--- src/rtl/coord_pkg.sv ---
`default_nettype none
// ============================================================================
// Module   : coord_pkg
// Purpose  : Shared state encoding and default sizing for the coordinate list
//            builder.
// Revision : 1.0 - initial release
// ============================================================================
package coord_pkg;

    localparam int COORD_W_DEF    = 8;
    localparam int NUM_AXES_DEF   = 2;
    localparam int MAX_POINTS_DEF = 16;

    typedef enum logic [1:0] {
        COLLECT = 2'd0,
        WRITE   = 2'd1,
        DONE    = 2'd2
    } state_t;

    // Keeps the address bus at least one bit wide for a single-entry list.
    function automatic int addr_width(input int depth);
        return (depth > 1) ? $clog2(depth) : 1;
    endfunction

endpackage : coord_pkg
`default_nettype wire

--- src/rtl/rise_detect.sv ---
`default_nettype none
// ============================================================================
// Module   : rise_detect
// Purpose  : One-cycle pulse on a low-to-high transition of a level request.
// Revision : 1.0 - initial release
// ============================================================================
module rise_detect (
    input  logic clk,
    input  logic reset,
    input  logic din,
    output logic pulse
);

    logic prev;
    logic armed;

    // armed only sets once the input has been seen low after reset, so a
    // level already high at reset release never counts as an edge.
    always_ff @(posedge clk or posedge reset) begin
        if (reset) begin
            prev  <= 1'b0;
            armed <= 1'b0;
        end else begin
            prev  <= din;
            armed <= armed | ~din;
        end
    end

    assign pulse = din & ~prev & armed;

endmodule : rise_detect
`default_nettype wire

--- src/rtl/coord_list_builder.sv ---
`default_nettype none
// ============================================================================
// Module   : coord_list_builder
// Purpose  : Collects distinct points into an external memory, one write per
//            accepted request, until the list is closed or cleared.
// Revision : 1.0 - initial release
// ============================================================================
module coord_list_builder
    import coord_pkg::*;
#(
    parameter int COORD_W    = COORD_W_DEF,
    parameter int NUM_AXES   = NUM_AXES_DEF,
    parameter int MAX_POINTS = MAX_POINTS_DEF,
    parameter int PW         = NUM_AXES * COORD_W,
    parameter int ADDR_W     = addr_width(MAX_POINTS),
    parameter int CNT_W      = $clog2(MAX_POINTS + 1)
) (
    input  logic              clk,
    input  logic              reset,
    input  logic [PW-1:0]     coord_in,
    input  logic              enter_req,
    input  logic              finish_req,
    input  logic              clear,
    output logic [ADDR_W-1:0] mem_addr,
    output logic [PW-1:0]     mem_wdata,
    output logic              mem_wren,
    output logic [CNT_W-1:0]  point_count,
    output logic [PW-1:0]     last_point,
    output logic              full,
    output logic              reject,
    output logic              done
);

    localparam logic [CNT_W-1:0] C_MAX_CNT = CNT_W'(MAX_POINTS);

    state_t            state,     state_n;
    logic [CNT_W-1:0]  count_q,   count_n;
    logic [PW-1:0]     last_q,    last_n;
    logic [PW-1:0]     cap_q,     cap_n;
    logic [ADDR_W-1:0] addr_q,    addr_n;
    logic              pending_q, pending_n;
    logic              reject_q,  reject_n;

    logic enter_ev;
    logic finish_ev;
    logic enter_ok;

    rise_detect u_enter_rd (
        .clk   (clk),
        .reset (reset),
        .din   (enter_req),
        .pulse (enter_ev)
    );

    rise_detect u_finish_rd (
        .clk   (clk),
        .reset (reset),
        .din   (finish_req),
        .pulse (finish_ev)
    );

    assign full     = (count_q == C_MAX_CNT);
    assign enter_ok = !full && ((count_q == '0) || (coord_in != last_q));

    always_ff @(posedge clk or posedge reset) begin
        if (reset) begin
            state     <= COLLECT;
            count_q   <= '0;
            last_q    <= '0;
            cap_q     <= '0;
            addr_q    <= '0;
            pending_q <= 1'b0;
            reject_q  <= 1'b0;
        end else begin
            state     <= state_n;
            count_q   <= count_n;
            last_q    <= last_n;
            cap_q     <= cap_n;
            addr_q    <= addr_n;
            pending_q <= pending_n;
            reject_q  <= reject_n;
        end
    end

    always_comb begin
        state_n   = state;
        count_n   = count_q;
        last_n    = last_q;
        cap_n     = cap_q;
        addr_n    = addr_q;
        pending_n = pending_q;
        reject_n  = 1'b0;

        if (clear) begin
            // The strobe of a WRITE cycle still fires; only the count is lost.
            state_n   = COLLECT;
            count_n   = '0;
            last_n    = '0;
            pending_n = 1'b0;
        end else begin
            case (state)
                COLLECT: begin
                    if (enter_ev && enter_ok) begin
                        state_n   = WRITE;
                        cap_n     = coord_in;
                        addr_n    = count_q[ADDR_W-1:0];
                        pending_n = finish_ev;
                    end else begin
                        if (enter_ev) begin
                            reject_n = 1'b1;
                        end
                        if (finish_ev) begin
                            if (count_q != '0) begin
                                state_n = DONE;
                            end else begin
                                reject_n = 1'b1;
                            end
                        end
                    end
                end
                WRITE: begin
                    count_n   = count_q + CNT_W'(1);
                    last_n    = cap_q;
                    pending_n = 1'b0;
                    state_n   = (pending_q || finish_ev) ? DONE : COLLECT;
                end
                DONE: begin
                    state_n = DONE;
                end
                default: begin
                    state_n = COLLECT;
                end
            endcase
        end
    end

    // Strobe decoded from state so an asynchronous reset removes it at once.
    assign mem_wren    = (state == WRITE);
    assign mem_addr    = addr_q;
    assign mem_wdata   = cap_q;
    assign point_count = count_q;
    assign last_point  = last_q;
    assign reject      = reject_q;
    assign done        = (state == DONE);

endmodule : coord_list_builder
`default_nettype wire

--- config.mk ---
export PLATFORM = sky130hd
export DESIGN_NAME = coord_list_builder
export DESIGN_NICKNAME = d
export VERILOG_FILES = /design/src/rtl/coord_pkg.sv /design/src/rtl/rise_detect.sv /design/src/rtl/coord_list_builder.sv
export SDC_FILE = /design/constraint.sdc
export NUM_CORES = 1
export LEC_CHECK = 0
export ABC_CLOCK_PERIOD_IN_PS = 2410
export BUFFER_PORTS_ARGS = -buffer_cell sky130_fd_sc_hd__buf_4
export CORE_UTILIZATION = 51
export DETAILED_ROUTE_END_ITERATION = 10
export PLACE_DENSITY = 0.76
export SLEW_MARGIN = 5
export SYNTH_ARGS = -nofsm -noshare
export SYNTH_HDL_FRONTEND = slang
export SYNTH_HIERARCHICAL = 1
export SYNTH_SLANG_ARGS = --single-unit
export TNS_END_PERCENT = 30
--- constraint.sdc ---
create_clock -name clk -period 2.41 [get_ports clk]
set_input_delay 0.482 -clock clk [delete_from_list [all_inputs] [get_ports clk]]
set_output_delay 0.482 -clock clk [all_outputs]
set_load 0.1 [all_outputs]
==> results of run 1 <==
[repair_timing]
item	4_1_cts	5_1_grt
gates cloned	1	0
pin swaps	1	1
gates resized for setup	0	2
hold buffers	0	0
endpoints found under the setup margin	18	8
[worst max path at each step]
stage / startpoint / endpoint / slack [ns] / depth (start not counted)
2_1_floorplan: point_count[0] / mem_wdata[0] / -0.02 / 8
3_3_place_gp: point_count[0] / mem_wdata[9] / 0.04 / 7
3_5_place_dp: point_count[0] / mem_wdata[9] / -0.12 / 7
4_1_cts: point_count[1] / mem_wdata[0] / 0.02 / 7
5_1_grt: point_count[1] / mem_wdata[9] / 0.02 / 7
6_report: point_count[1] / mem_wdata[9] / 0.12 / 7
[registers in the layout, summed over array words and instances, names as in the netlist]
signal / flops
last_point: 16
mem_wdata: 16
point_count: 5
mem_addr: 4
state: 2
pending_q: 1
reject: 1
u_enter_rd/armed: 1
u_enter_rd/prev: 1
u_finish_rd/armed: 1
u_finish_rd/prev: 1
[layout make-up]
cell class,instances,area (sq um),area share
Sequential cell,49,1240,0.415
Multi-Input combinational cell,142,1010,0.337
Timing Repair Buffer,74,556,0.186
Clock buffer,8,90.1,0.0302
Tap cell,50,62.6,0.0209
Inverter,9,33.8,0.0113
[cell families after synthesis]
| group | after synthesis | share of synthesized area |
|---|---|---|
| simple gates | 75 | 0.161 |
| flops | 49 | 0.537 |
| compound gates | 27 | 0.0657 |
| xor+xnor | 19 | 0.0728 |
| buf+inv | 18 | 0.0361 |
| mux | 18 | 0.117 |
| fa+ha+maj | 2 | 0.0110 |
[per-stage QoR]
| stage | hold WS (ns) | setup TNS (ns) |
|---|---|---|
| 2_1_floorplan | 0.223 | -0.226 |
| 3_3_place_gp | 0.362 | 0 |
| 3_5_place_dp | 0.366 | -1.36 |
| 4_1_cts | 0.0443 | 0 |
| 5_1_grt | 0.0430 | 0 |
| 6_report | 0.0533 | 0 |
[Yosys cell counts (all sizes together)]
cell type / number / area (sq um)
dfrtp: 49 / 1230
clkbuf: 7 / 26.3
nor2: 9 / 33.8
ha: 2 / 25.0
xnor2: 11 / 96.3
inv: 9 / 33.8
nor2b: 1 / 6.26
nand2: 45 / 169
nor3b: 1 / 7.51
nand3b: 2 / 15.0
o22ai: 3 / 18.8
o2bb2ai: 1 / 8.76
nand4: 4 / 25.0
nor4b: 1 / 15.0
and2: 1 / 6.26
a21oi: 22 / 114
buf: 2 / 22.5
nor4: 1 / 6.26
xor2: 8 / 70.1
and3b: 2 / 17.5
nor3: 3 / 31.3
nand3: 1 / 5.00
mux2: 18 / 267
or4: 1 / 11.3
o32ai: 1 / 8.76
nand2b: 3 / 18.8
[per-layer routing]
metal,up-vias,global-route usage,part of all wire
met1,849,0.338,0.47
li1,842,-,-
met2,60,0.409,0.47
met4,0,0.0816,0.013
met3,9,0.0658,0.047
met5,-,0,0
[power breakdown]
part           switching, mW  leakage, nW  internal (mW)  total (mW)
registers             0.0833        0.622          0.912       0.995
clock network          0.259       0.0455          0.234       0.493
logic                  0.804        0.748          0.265        1.07
==> reports/metrics.cfg, run 1 <==
[run_status]
status=completed

[layout]
final_area_sq_mm=0.00299
nNetsFinal=304
fillers=340
mostFrequentLayoutCell=buf_4
drive_gt1_frac=0.408
area_growth_pct=30.8
layout_common_cells=buf_4 (74), nand2_1 (45), dfrtp_1 (43), a21oi_1 (21), mux2_4 (17)
post-route-util=0.721
finalNonFillerCells=332
antenna_cells=0

[pwr]
powerDensity_mw_per_mm2=856
power_mw=2.56
ir_drop_mv=0.541
p_leak_nw=1.42

[placement]
io_buffers=65
place_area_sq_mm=0.00288
pre_cts_slack_ns=-0.125
place_inst=323
gp_congestion=0.829
dp_hpwl_microns=3690

[synth]
synthCells=208
ys_seq_area_frac=0.537
synth_area_sq_mm=0.00228
yosys_warnings=6
synth_cell_types=31
ys_ff_latch=49
syn-num-nets=231
avgSynthCellArea_sq_um=11.0

[clock_network]
postCtsSetupBuffers=0
insertion_delay_ns=0.30
root_buffer=clkbuf_8
cts_sinks=49
cts_inserted_buffers=5
htree_levels=2
cts_tree=built
clk_pin_slew_worst_paths_ns=0.09
cts_buffer_depth=2

[setup_path]
path_class=reg2reg
crit_fanout=11
critical_path.max_stage_delay_ns=0.52
cp.buffers_inverters=1
start_kind=flip-flop
critical_path.top_delay_family=simple AND/OR/NAND/NOR gates
end_kind=flip-flop
cp.required_ns=2.59
reg2reg_to=mem_wdata[9]
worstReg2RegStart=point_count[1]
r2r_slack_ns=0.12
path_cells=inv_2 > ha_2 > nor3b_2 > or4_4 > nor3_4 > a21oi_4 > mux2_1
r2r_cells=7
cp_slowest_cell=or4_4
critical_path_arrival_ns=2.47

[floorplanning]
dieArea_sq_mm=0.00475
coreArea_sq_mm=0.00414
pin_count=66
die_h_microns=68.9
start_util=0.551
core.rowCount=23
die_w_microns=68.9

[sta]
rsz0062_at_grt=false
setup_viol=0
fin_ws_ns=0.121
fmax_mhz=437
fin_crit_ns=2.29
finalClockSkew_ns=0.00784
hold_viol_final=0
slew_viol_final=0
slew_headroom=0.461
post-route-period-util=0.950
tightest_slew_ns=0.807

[route]
viasPerCell=5.30
drt-total-wl_microns=5370
wl_per_cell_microns=16.2
drc_errors=0
vias=1760
drtIter0Drc=151
drt-pass1-iter-count=4
ant_nets=0

[global_route]
overflow=0
grt.total_usage=0.256
grt_max_degree=40
grt_pass1_vias=1726
antenna_found_initial=0
grt_pass1_wl_microns=8530

[flow_run]
drv_cap=0

[worst_hold_path]
min_path_type=in2async

(Power assumes the default switching activity.)
==> run 2, diff against run 1 <==
==> constraint.sdc (replaced) <==
create_clock -name clk -period 2.41 [get_ports clk]
set_input_delay 0.1205 -clock clk [delete_from_list [all_inputs] [get_ports clk]]
set_output_delay 0.1205 -clock clk [all_outputs]
set_load 0.1 [all_outputs]
==> run 2 against run 1 <==
Compared with the run above: via count down 0.85%; cell area up 0.96%; critical path depth unchanged; clock power up 22%; register-to-register slack worse by 0.04 ns; flip-flop and latch count unchanged; fmax down 1.7%; core utilization up 0.69 points; routed wire length down 1.1%; worst setup slack worse by 0.039 ns; sequential power about the same; worst hold slack better by 0.0084 ns; critical endpoint unchanged; largest cell class unchanged; largest power group unchanged.
==> reports/metrics.cfg, run 2 (synthesis results as in run 1) <==
[global_route]
busiest_layer=met2
grt_max_degree=37
grt_pass1_vias=1663
grt_use_met1=0.343
use_met3=0.0444
grt.total_usage=0.244
overflow=0
antenna_found_initial=0
grt_pass1_wl_microns=8360
grt_use_met2=0.391

[setup_path]
cp.required_ns=2.59
end_kind=flip-flop
critical_path.max_stage_delay_ns=0.53
path_cells=inv_2 > ha_2 > nor3b_1 > or4_4 > nor3_4 > a21oi_4 > mux2_1
cp_slowest_cell=or4_4
crit_fanout=11
start_kind=flip-flop
path_class=reg2reg
critical_path_arrival_ns=2.51
cp.buffers_inverters=1
critical_path.top_delay_family=simple AND/OR/NAND/NOR gates

[sta]
slew_headroom=0.503
fin_ws_ns=0.0816
rsz0062_at_grt=false
hold_slack_ns=0.0617
tightest_slew_ns=0.744
slew_viol_final=0
finalClockSkew_ns=0.00560
fin_setup_tns_ns=0
fin_crit_ns=2.33
post-route-period-util=0.966
hold_viol_final=0
setup_viol=0
fmax_mhz=429

[layout]
fillers=326
finalNonFillerCells=332
post-route-util=0.728
nNetsFinal=304
area_growth_pct=32.0
mostFrequentLayoutCell=buf_4
layout_common_cells=buf_4 (71), nand2_1 (45), dfrtp_1 (43), a21oi_1 (21), mux2_4 (17)
drive_gt1_frac=0.397
antenna_cells=0
final_area_sq_mm=0.00302

[floorplanning]
die_w_microns=68.9
core.rowCount=23
start_util=0.551
coreArea_sq_mm=0.00414
dieArea_sq_mm=0.00475
die_h_microns=68.9
pin_count=66

[worst_hold_path]
min_path_type=in2reg

[clock_network]
insertion_delay_ns=0.29
cts_inserted_buffers=5
postCtsSetupBuffers=0
htree_levels=2
cts_buffer_depth=2
cts_tree=built
cts_sinks=49
clk_pin_slew_worst_paths_ns=0.09
root_buffer=clkbuf_8

[route]
drc_errors=0
ant_nets=0
wl_per_cell_microns=16.0
vias=1745
viasPerCell=5.26
drt-total-wl_microns=5310
drtIter0Drc=116
drt-pass1-iter-count=4

[placement]
gp_congestion=0.801
place_area_sq_mm=0.00285
place_inst=320
io_buffers=65
dp_hpwl_microns=3670
pre_cts_slack_ns=-0.0330

[pwr]
powerDensity_mw_per_mm2=884
power_mw=2.67
p_leak_nw=1.42
ir_drop_mv=0.610

[flow_run]
drv_cap=0

[run_status]
status=completed

==> run 2: cell types whose count changed in the layout (fill, tap and decap cells not counted) <==
cell           before  now
buf_4              74   71
dlygate4sd3_1       0    3
bufinv_16           0    1
clkbuf_1            2    1
nor3b_1             0    1
nor3b_2             1    0
==> run 2: final cells by class <==
class | count | area [sq um] | share of cell area
clock buffer | 7 | 86.3 | 0.0286
clock inverter | 1 | 30.0 | 0.00995
inverter | 9 | 33.8 | 0.0112
multi-input combinational | 142 | 1000 | 0.332
sequential | 49 | 1240 | 0.411
tap | 50 | 62.6 | 0.0207
timing repair buffer | 74 | 563 | 0.187
==> run 2: timing repair <==
item,in CTS,in global routing
gates resized for setup,0,1
endpoints found under the setup margin,18,7
hold buffers,3,0
cloned,1,0
hold endpoints to repair,8,0
pin swaps,1,0
==> run 2: power by group <==
part | switching, mW | internal, mW
Clock | 0.264 | 0.339
Sequential | 0.0830 | 0.912
Combinational | 0.803 | 0.265
==> run 2: worst reg2reg max path, cell delays in order (launching register included) <==
cell and delay, ns:
dfrtp_4 0.42, inv_2 0.03, ha_2 0.17, nor3b_1 0.14
or4_4 0.53, nor3_4 0.33, a21oi_4 0.22, mux2_1 0.38
==> run 2: metal layers <==
metal	part of all wire	wire (microns)	up-vias
met5	0	0	-
li1	-	-	837
met3	0.052	275	5
met4	0.0049	26	0
met1	0.46	2440	851
met2	0.48	2570	52
==> run 2: path summary, 6_finish.rpt <==
| path | from | slack, ns | cells past startpoint | end |
|---|---|---|---|---|
| hold reg to reg | u_finish_rd/armed | 0.47 | 1 | u_finish_rd/armed |
| hold / removal | coord_in[9] | 0.06 | 2 | mem_wdata[9] |
| setup reg to reg | point_count[1] | 0.08 | 7 | mem_wdata[9] |
| min in group asynchronous | reset | 0.28 | 3 | u_enter_rd/armed |
| setup / recovery | point_count[1] | 0.08 | 7 | mem_wdata[9] |
| max in group asynchronous | reset | 1.21 | 4 | mem_wdata[10] |
